**src/rtl/qc_ldpc_row_expander_if.sv**
```systemverilog
// Request/stream bundle between a layer scheduler and the QC-LDPC row expander.
// The expander side uses the slave modport; the scheduler/consumer uses master.
interface qc_ldpc_row_expander_if #(
    parameter int unsigned ROW_W   = 1,
    parameter int unsigned SHIFT_W = 9,
    parameter int unsigned COL_W   = 14,
    parameter int unsigned BCOL_W  = 5
);
    logic               start;
    logic [ROW_W-1:0]   row_sel;
    logic               abort;
    logic               busy;
    logic               done;
    logic               err;
    logic               out_valid;
    logic               out_ready;
    logic [BCOL_W-1:0]  out_bcol;
    logic [SHIFT_W-1:0] out_sub;
    logic [SHIFT_W-1:0] out_shift;
    logic [COL_W-1:0]   out_col;
    logic               out_last;

    modport slave (
        input  start, row_sel, abort, out_ready,
        output busy, done, err, out_valid, out_bcol, out_sub, out_shift, out_col, out_last
    );

    modport master (
        output start, row_sel, abort, out_ready,
        input  busy, done, err, out_valid, out_bcol, out_sub, out_shift, out_col, out_last
    );
endinterface

```
**src/rtl/qc_ldpc_row_expander.sv**
```systemverilog
// QC-LDPC base-matrix row expander: walks every sub-row of one block row held
// in an internal shift ROM and streams the absolute code-column of each '1'.
// ROM entry (r,c) = {present, shift}, field index r*NB_COL+c, LSB-first.
module qc_ldpc_row_expander #(
    parameter int unsigned Z       = 512,
    parameter int unsigned SHIFT_W = 9,
    parameter int unsigned NB_COL  = 18,
    parameter int unsigned NB_ROW  = 2,
    parameter int unsigned ROW_W   = 1,
    parameter int unsigned COL_W   = 14,
    parameter int unsigned BCOL_W  = 5,
    parameter logic [NB_ROW*NB_COL*(SHIFT_W+1)-1:0] TABLE = {
        // row 1, bcol 17 .. 0
        10'd544, 10'd646, 10'd731, 10'd906, 10'd603, 10'd975, 10'd691, 10'd725, 10'd841,
        10'd959, 10'd687, 10'd1023, 10'd528, 10'd566, 10'd655, 10'd882, 10'd879, 10'd893,
        // row 0, bcol 17 .. 0
        10'd622, 10'd679, 10'd640, 10'd844, 10'd602, 10'd999, 10'd730, 10'd581, 10'd564,
        10'd533, 10'd986, 10'd977, 10'd822, 10'd1013, 10'd663, 10'd522, 10'd512, 10'd634
    }
) (
    input logic clk,
    input logic rst_n,
    qc_ldpc_row_expander_if.slave bus
);
    localparam int unsigned EW = SHIFT_W + 1;
    localparam logic [SHIFT_W:0]   Z_EXT    = EW'(Z);
    localparam logic [SHIFT_W-1:0] SUB_MAX  = SHIFT_W'(Z - 1);
    localparam logic [BCOL_W-1:0]  BCOL_MAX = BCOL_W'(NB_COL - 1);
    localparam logic [COL_W-1:0]   Z_COL    = COL_W'(Z);

    typedef enum logic [1:0] {IDLE, CHECK, RUN, FIN} state_t;

    state_t state, state_next;

    logic [ROW_W-1:0]   row;
    logic [SHIFT_W-1:0] sub;
    logic [BCOL_W-1:0]  bcol;
    logic [COL_W-1:0]   base;
    logic               err_flag;

    logic               valid_q, last_q, done_q, err_q;
    logic [BCOL_W-1:0]  bcol_q;
    logic [SHIFT_W-1:0] sub_q, shift_q;
    logic [COL_W-1:0]   col_q;

    logic               row_ok, row_any;
    logic [BCOL_W-1:0]  last_bcol;
    logic [EW-1:0]      cur_entry;
    logic               cur_present;
    logic [SHIFT_W-1:0] cur_shift;
    logic [SHIFT_W:0]   sum;
    logic [SHIFT_W-1:0] sum_mod;
    logic [COL_W-1:0]   col_next;

    logic load_row, init_scan, scan, flush, fin_pulse;

    // ROM decode for the latched row: validity, any-present, highest present bcol, current entry
    always_comb begin
        row_ok    = (32'(row) < NB_ROW);
        row_any   = 1'b0;
        last_bcol = '0;
        cur_entry = '0;
        if (row_ok) begin
            for (int unsigned c = 0; c < NB_COL; c++) begin
                if (TABLE[(32'(row) * NB_COL + c) * EW + SHIFT_W]) begin
                    row_any   = 1'b1;
                    last_bcol = BCOL_W'(c);
                end
            end
            cur_entry = TABLE[(32'(row) * NB_COL + 32'(bcol)) * EW +: EW];
        end
    end

    assign cur_present = cur_entry[SHIFT_W];
    assign cur_shift   = cur_entry[SHIFT_W-1:0];

    // Column of the current entry: (shift+sub) mod Z by one conditional subtract, plus running bcol*Z
    always_comb begin
        sum      = {1'b0, cur_shift} + {1'b0, sub};
        sum_mod  = SHIFT_W'((sum >= Z_EXT) ? (sum - Z_EXT) : sum);
        col_next = base + COL_W'(sum_mod);
    end

    // State register
    always_ff @(posedge clk or negedge rst_n) begin
        if (!rst_n) begin
            state <= IDLE;
        end else begin
            state <= state_next;
        end
    end

    // Next-state and datapath control; abort wins over any handshake
    always_comb begin
        state_next = state;
        load_row   = 1'b0;
        init_scan  = 1'b0;
        scan       = 1'b0;
        flush      = 1'b0;
        fin_pulse  = 1'b0;
        case (state)
            IDLE: begin
                if (bus.start) begin
                    state_next = CHECK;
                    load_row   = 1'b1;
                end
            end
            CHECK: begin
                if (bus.abort) begin
                    state_next = IDLE;
                    flush      = 1'b1;
                end else begin
                    init_scan  = 1'b1;
                    state_next = (row_ok && row_any) ? RUN : FIN;
                end
            end
            RUN: begin
                if (bus.abort) begin
                    state_next = IDLE;
                    flush      = 1'b1;
                end else if (valid_q && bus.out_ready && last_q) begin
                    state_next = FIN;
                    flush      = 1'b1;
                end else begin
                    // A pending last beat parks the scan so nothing past the row end is visited
                    scan = !valid_q || (bus.out_ready && !last_q);
                end
            end
            FIN: begin
                state_next = IDLE;
                fin_pulse  = !bus.abort;
            end
            default: state_next = IDLE;
        endcase
    end

    // Scan counters, output register and done/err pulses
    always_ff @(posedge clk or negedge rst_n) begin
        if (!rst_n) begin
            row      <= '0;
            sub      <= '0;
            bcol     <= '0;
            base     <= '0;
            err_flag <= 1'b0;
            valid_q  <= 1'b0;
            last_q   <= 1'b0;
            done_q   <= 1'b0;
            err_q    <= 1'b0;
            bcol_q   <= '0;
            sub_q    <= '0;
            shift_q  <= '0;
            col_q    <= '0;
        end else begin
            done_q <= fin_pulse;
            err_q  <= fin_pulse && err_flag;
            if (load_row) begin
                row <= bus.row_sel;
            end
            if (init_scan) begin
                sub      <= '0;
                bcol     <= '0;
                base     <= '0;
                err_flag <= !(row_ok && row_any);
            end
            if (flush) begin
                valid_q <= 1'b0;
                last_q  <= 1'b0;
            end else if (scan) begin
                valid_q <= cur_present;
                last_q  <= cur_present && (sub == SUB_MAX) && (bcol == last_bcol);
                if (cur_present) begin
                    bcol_q  <= bcol;
                    sub_q   <= sub;
                    shift_q <= cur_shift;
                    col_q   <= col_next;
                end
                if (bcol == BCOL_MAX) begin
                    bcol <= '0;
                    base <= '0;
                    sub  <= sub + SHIFT_W'(1);
                end else begin
                    bcol <= bcol + BCOL_W'(1);
                    base <= base + Z_COL;
                end
            end
        end
    end

    assign bus.busy      = (state != IDLE);
    assign bus.done      = done_q;
    assign bus.err       = err_q;
    assign bus.out_valid = valid_q;
    assign bus.out_bcol  = bcol_q;
    assign bus.out_sub   = sub_q;
    assign bus.out_shift = shift_q;
    assign bus.out_col   = col_q;
    assign bus.out_last  = last_q;
endmodule

```
**src/flat_wrapper.sv**
```systemverilog
// flat-port wrapper written by rule: the top's interface ports become plain ports
module qc_ldpc_row_expander_flat 
#(
    parameter int unsigned Z       = 512,
    parameter int unsigned SHIFT_W = 9,
    parameter int unsigned NB_COL  = 18,
    parameter int unsigned NB_ROW  = 2,
    parameter int unsigned ROW_W   = 1,
    parameter int unsigned COL_W   = 14,
    parameter int unsigned BCOL_W  = 5,
    parameter logic [NB_ROW*NB_COL*(SHIFT_W+1)-1:0] TABLE = {
                              
        10'd544, 10'd646, 10'd731, 10'd906, 10'd603, 10'd975, 10'd691, 10'd725, 10'd841,
        10'd959, 10'd687, 10'd1023, 10'd528, 10'd566, 10'd655, 10'd882, 10'd879, 10'd893,
                              
        10'd622, 10'd679, 10'd640, 10'd844, 10'd602, 10'd999, 10'd730, 10'd581, 10'd564,
        10'd533, 10'd986, 10'd977, 10'd822, 10'd1013, 10'd663, 10'd522, 10'd512, 10'd634
    }
)
  (clk, rst_n, bus_start, bus_row_sel, bus_abort, bus_out_ready, bus_busy, bus_done, bus_err, bus_out_valid, bus_out_bcol, bus_out_sub, bus_out_shift, bus_out_col, bus_out_last);
  qc_ldpc_row_expander_if #(.ROW_W(ROW_W), .SHIFT_W(SHIFT_W), .COL_W(COL_W), .BCOL_W(BCOL_W)) bus_i ();
  input logic clk;
  input logic rst_n;
  input wire logic [$bits(bus_i.start)-1:0] bus_start;
  input wire logic [$bits(bus_i.row_sel)-1:0] bus_row_sel;
  input wire logic [$bits(bus_i.abort)-1:0] bus_abort;
  input wire logic [$bits(bus_i.out_ready)-1:0] bus_out_ready;
  output wire logic [$bits(bus_i.busy)-1:0] bus_busy;
  output wire logic [$bits(bus_i.done)-1:0] bus_done;
  output wire logic [$bits(bus_i.err)-1:0] bus_err;
  output wire logic [$bits(bus_i.out_valid)-1:0] bus_out_valid;
  output wire logic [$bits(bus_i.out_bcol)-1:0] bus_out_bcol;
  output wire logic [$bits(bus_i.out_sub)-1:0] bus_out_sub;
  output wire logic [$bits(bus_i.out_shift)-1:0] bus_out_shift;
  output wire logic [$bits(bus_i.out_col)-1:0] bus_out_col;
  output wire logic [$bits(bus_i.out_last)-1:0] bus_out_last;
  assign bus_i.start = bus_start;
  assign bus_i.row_sel = bus_row_sel;
  assign bus_i.abort = bus_abort;
  assign bus_i.out_ready = bus_out_ready;
  assign bus_busy = bus_i.busy;
  assign bus_done = bus_i.done;
  assign bus_err = bus_i.err;
  assign bus_out_valid = bus_i.out_valid;
  assign bus_out_bcol = bus_i.out_bcol;
  assign bus_out_sub = bus_i.out_sub;
  assign bus_out_shift = bus_i.out_shift;
  assign bus_out_col = bus_i.out_col;
  assign bus_out_last = bus_i.out_last;
  qc_ldpc_row_expander #(.Z(Z), .SHIFT_W(SHIFT_W), .NB_COL(NB_COL), .NB_ROW(NB_ROW), .ROW_W(ROW_W), .COL_W(COL_W), .BCOL_W(BCOL_W), .TABLE(TABLE)) u_core (.clk(clk), .rst_n(rst_n), .bus(bus_i));
endmodule
```
**config.mk**
```make
export PLATFORM = sky130hd
export DESIGN_NAME = qc_ldpc_row_expander_flat
export DESIGN_NICKNAME = d
export VERILOG_FILES = /design/src/rtl/qc_ldpc_row_expander_if.sv /design/src/rtl/qc_ldpc_row_expander.sv /design/src/flat_wrapper.sv
export SDC_FILE = /design/constraint.sdc
export NUM_CORES = 1
export LEC_CHECK = 0
export ABC_CLOCK_PERIOD_IN_PS = 7300
export CORE_AREA = 5 5 151 153
export DETAILED_ROUTE_END_ITERATION = 8
export DIE_AREA = 0 0 156 158
export DONT_BUFFER_PORTS = 1
export PLACE_DENSITY_LB_ADDON = 0.08
export REMOVE_ABC_BUFFERS = 1
export SLEW_MARGIN = 20
export SYNTH_ARGS = -nofsm -noshare
export SYNTH_HDL_FRONTEND = slang
export SYNTH_SLANG_ARGS = --single-unit
```
**constraint.sdc**
```tcl
create_clock -name clk -period 7.3 [get_ports clk]
set_input_delay 1.46 -clock clk [delete_from_list [all_inputs] [get_ports clk]]
set_output_delay 1.46 -clock clk [all_outputs]
set_load 0.01 [all_outputs]
```
==> flow_summary.ini <==
[worst_setup_path]
crit_type = register to register
arrival_ps = 7050
worst_r2r_path_depth = 24
slowest_delay_ps = 440
crit_buf_inv = 1
r2r_end = u_core.bus.out_col[11]$_DFFE_PN0P_
cp_max_fo = 7
crit_required_ps = 7520
crit_top_cell = ha_1
cpLargestDelayFamily = compound AO/OA/AOI/OAI gates
slowest_stage = nor3_1
reg2reg_from = u_core.bcol[1]$_DFF_PN0_
r2r_slack_ps = 470
crit_chain = ha_1 -> ha_1 -> a31oi_4 -> inv_2 -> ha_1 -> ha_2 -> a21oi_1 -> a21oi_1 -> and2_1 -> nor3_1 -> o221ai_1 -> ha_1 -> fa_1 -> a21o_1 -> a21oi_1 -> o21ai_0 -> o41ai_1 -> xor2_1 -> xnor2_1 -> ha_1 -> a21oi_1 -> a21boi_0 -> xor2_1 -> mux2_1
start_kind = register
endpoint_kind = register

[worst_hold_path]
min_path_cells = 1
min_from = u_core.base[0]$_DFFE_PN0P_
hold_class = register to register
holdPathEnd = u_core.base[0]$_DFFE_PN0P_

[sta]
drv_slew = 0
max_slew_margin_pct = 35.3
min_period_ps = 6830
post-route-period-util_pct = 93.5
hold_viol = 0
timing.hold.ws_ps = 492
finClkSkew_ps = 5.31
worstMarginPinSlew_ps = 966
setup_ws_ps = 474
rsz0062_at_grt = no
setup_viol = 0
setup_tns_ps = 0
fmax_ghz = 0.147

[route]
post_drt_via_cell_ratio = 6.22
ant_nets = 0
via_count = 6978
first_pass_iters = 6
first_iter_violations = 853
wirelength_um = 27500
wire_per_inst_um = 24.5
drc = 0

[floorplan]
die_area_mm2 = 0.0246
fp.dieW_um = 156
rows = 54
io-pin-count = 48
coreArea_mm2 = 0.0214
start_util_pct = 34.2
die_h_um = 158

[grt]
grt_pass1_wl_um = 41400
grt_max_degree = 72
grt_pass1_vias = 6626
overflow = 0
track_usage_pct = 21.9
antenna_found_initial = 0

[synth]
synth.most_common_cell = dfrtp_1
synth_edf_count = 0
postSynthAreaPerCell_um2 = 8.53
synth_area_mm2 = 0.00733
async_flop_share_pct = 100
synth_seq_cells = 71
yosys_warnings = 0
ys_top_cells_by_area = dfrtp_1 (24%), ha_1 (9.4%), mux2_1 (4.8%)
synth_cells = 859
netlist-cell-type-count = 80
synthTopCellsByCount = dfrtp_1 (71), o21ai_0 (68), a21oi_1 (55), ha_1 (55), nand2_1 (53)
synth_top_cell_by_area = dfrtp_1
synth_top_area_share_pct = 24.3
synth_seq_area_share_pct = 24.3
synthFlopType = dfrtp_1

[cts]
ctsHoldBuffers = 0
cts_setup_buffers = 0
cts_made_buffers = 9
cts.path.max_buffers = 2
cts_tree = yes
clockRootBuffer = clkbuf_16
clkTransAtPathRegs_ps = 60
worstSkewPairLatency_ps = 340
htree_levels = 3
cts_resized = 0
cts.sinks = 71

[power_and_ir_drop]
vdd_ir_drop_max_v = 0.000215
p_total_w = 0.00427
power_density_mw_per_mm2 = 536
power.leakage_nw = 3.47

[finish]
multiInputGateArea_mm2 = 0.00514
nets = 901
area_growth_syn_to_layout_pct = 8.88
stdcell_count = 1122
fill_cells = 2182
diodes = 0
drive_above_1_share_pct = 12.7
seqCellArea_mm2 = 0.00178

[placement]
pre_cts_ws_ps = 251
io_buffers = 0
gp_congestion = 0.975
dp_cells = 1105
place_hpwl_um = 19900

[flow_run]
maxCapViolCount = 0

[run_status]
status = completed
## metal layers
layer | up-vias | wire length, um | track usage (%)
li1 | 3155 | - | -
met1 | 3432 | 12500 | 31.8
met2 | 342 | 12100 | 32.7
met3 | 49 | 2260 | 4.89
met4 | 0 | 627 | 5.75
met5 | - | 0 | 0
## cells in the final DEF, fill, tap and decap left out, types with 6 or more instances in the layout
master | synthesis | routed
nor2_1 | 46 | 46
mux4_2 | 6 | 6
or3_1 | 6 | 6
xor2_1 | 9 | 9
clkbuf_16 | 0 | 9
o31ai_1 | 7 | 7
a21o_1 | 9 | 9
nand3_1 | 29 | 29
o21bai_1 | 6 | 6
a31oi_1 | 17 | 17
o211ai_1 | 9 | 9
o311a_1 | 8 | 8
mux2i_1 | 7 | 7
a211oi_1 | 16 | 15
o311ai_0 | 6 | 6
o311ai_1 | 6 | 6
a21oi_1 | 55 | 55
and2_1 | 16 | 16
nand2b_1 | 27 | 27
o21ai_0 | 68 | 68
buf_4 | 12 | 39
ha_1 | 55 | 52
nor2b_1 | 26 | 26
dfrtp_1 | 71 | 71
a211o_1 | 8 | 8
inv_1 | 24 | 24
and3_1 | 12 | 12
or2_2 | 8 | 8
xnor2_1 | 18 | 18
mux2_2 | 13 | 13
nand2_1 | 53 | 53
nor3_1 | 16 | 16
o221ai_1 | 7 | 7
mux2_1 | 31 | 31
## area by class of cell
| class | instances | share of cell area, % |
|---|---|---|
| multi-input cells | 689 | 64.4 |
| inverters | 27 | 1.27 |
| clock inverters | 4 | 0.643 |
| clock buffers | 12 | 3.34 |
| repair buffers | 39 | 3.67 |
| well taps | 280 | 4.39 |
| flip-flops and latches | 71 | 22.3 |
## worst max-delay path by stage
stage	start	end	slack [ps]	cells after the start
after floorplan	u_core.bcol[1]$_DFF_PN0_	u_core.bus.out_col[11]$_DFFE_PN0P_	-360	20
after global placement	u_core.bcol[1]$_DFF_PN0_	u_core.bus.out_col[11]$_DFFE_PN0P_	340	24
after detailed placement	u_core.bcol[1]$_DFF_PN0_	u_core.bus.out_col[11]$_DFFE_PN0P_	250	25
after CTS	u_core.bcol[1]$_DFF_PN0_	u_core.bus.out_col[11]$_DFFE_PN0P_	250	25
after global routing	u_core.bcol[1]$_DFF_PN0_	u_core.bus.out_col[11]$_DFFE_PN0P_	90	23
final	u_core.bcol[1]$_DFF_PN0_	u_core.bus.out_col[11]$_DFFE_PN0P_	470	24
## cell families after synthesis
group	Yosys count	synth area share, %
and+or+nand+nor	255	18.3
AOI/OAI and AO/OA	288	27.1
buffers and inverters	100	6.85
DFF	71	24.3
muxes	57	9.56
other	1	0.0512
adders and majority gates	58	10.2
xor gates and xnor gates	29	3.67
## metrics by stage
step	cell area, um2	util, %
finish	7980	37.2
global route	7980	37.2
CTS	7930	37.0
detailed placement	7610	35.5
global placement	7610	35.5
floorplan	6930	-
## state kept, by name, indices dropped and copies added, names as in the netlist
register	flops
u_core.bus.out_sub	9
u_core.bcol	5
u_core.sub	9
u_core.bus.out_valid	1
u_core.bus.out_last	1
u_core.row	1
u_core.state	2
u_core.bus.done	1
u_core.bus.out_shift	9
u_core.bus.out_bcol	5
u_core.base	14
u_core.bus.out_col	14
## worst reg2reg max path, stage by stage, from the launching register on
cell and delay, ps:
dfrtp_1 430, ha_1 240, ha_1 240, a31oi_4 300, inv_2 110, ha_1 300, ha_2 410, a21oi_1 400
a21oi_1 180, and2_1 220, nor3_1 440, o221ai_1 290, ha_1 280, fa_1 410, a21o_1 180, a21oi_1 240
o21ai_0 170, o41ai_1 330, xor2_1 210, xnor2_1 100, ha_1 400, a21oi_1 260, a21boi_0 140, xor2_1 160
mux2_1 290
## where the power goes
part | leakage [nW] | total, W | switching (W) | internal, W
clock network | 0.155 | 0.000467 | 0.000173 | 0.000293
logic | 2.35 | 0.00326 | 0.00207 | 0.00119
registers | 0.962 | 0.000549 | 0.0000862 | 0.000463
total | 3.47 | 0.00427 | 0.00233 | 0.00195
No activity file was read; power rests on OpenSTA's default activity.
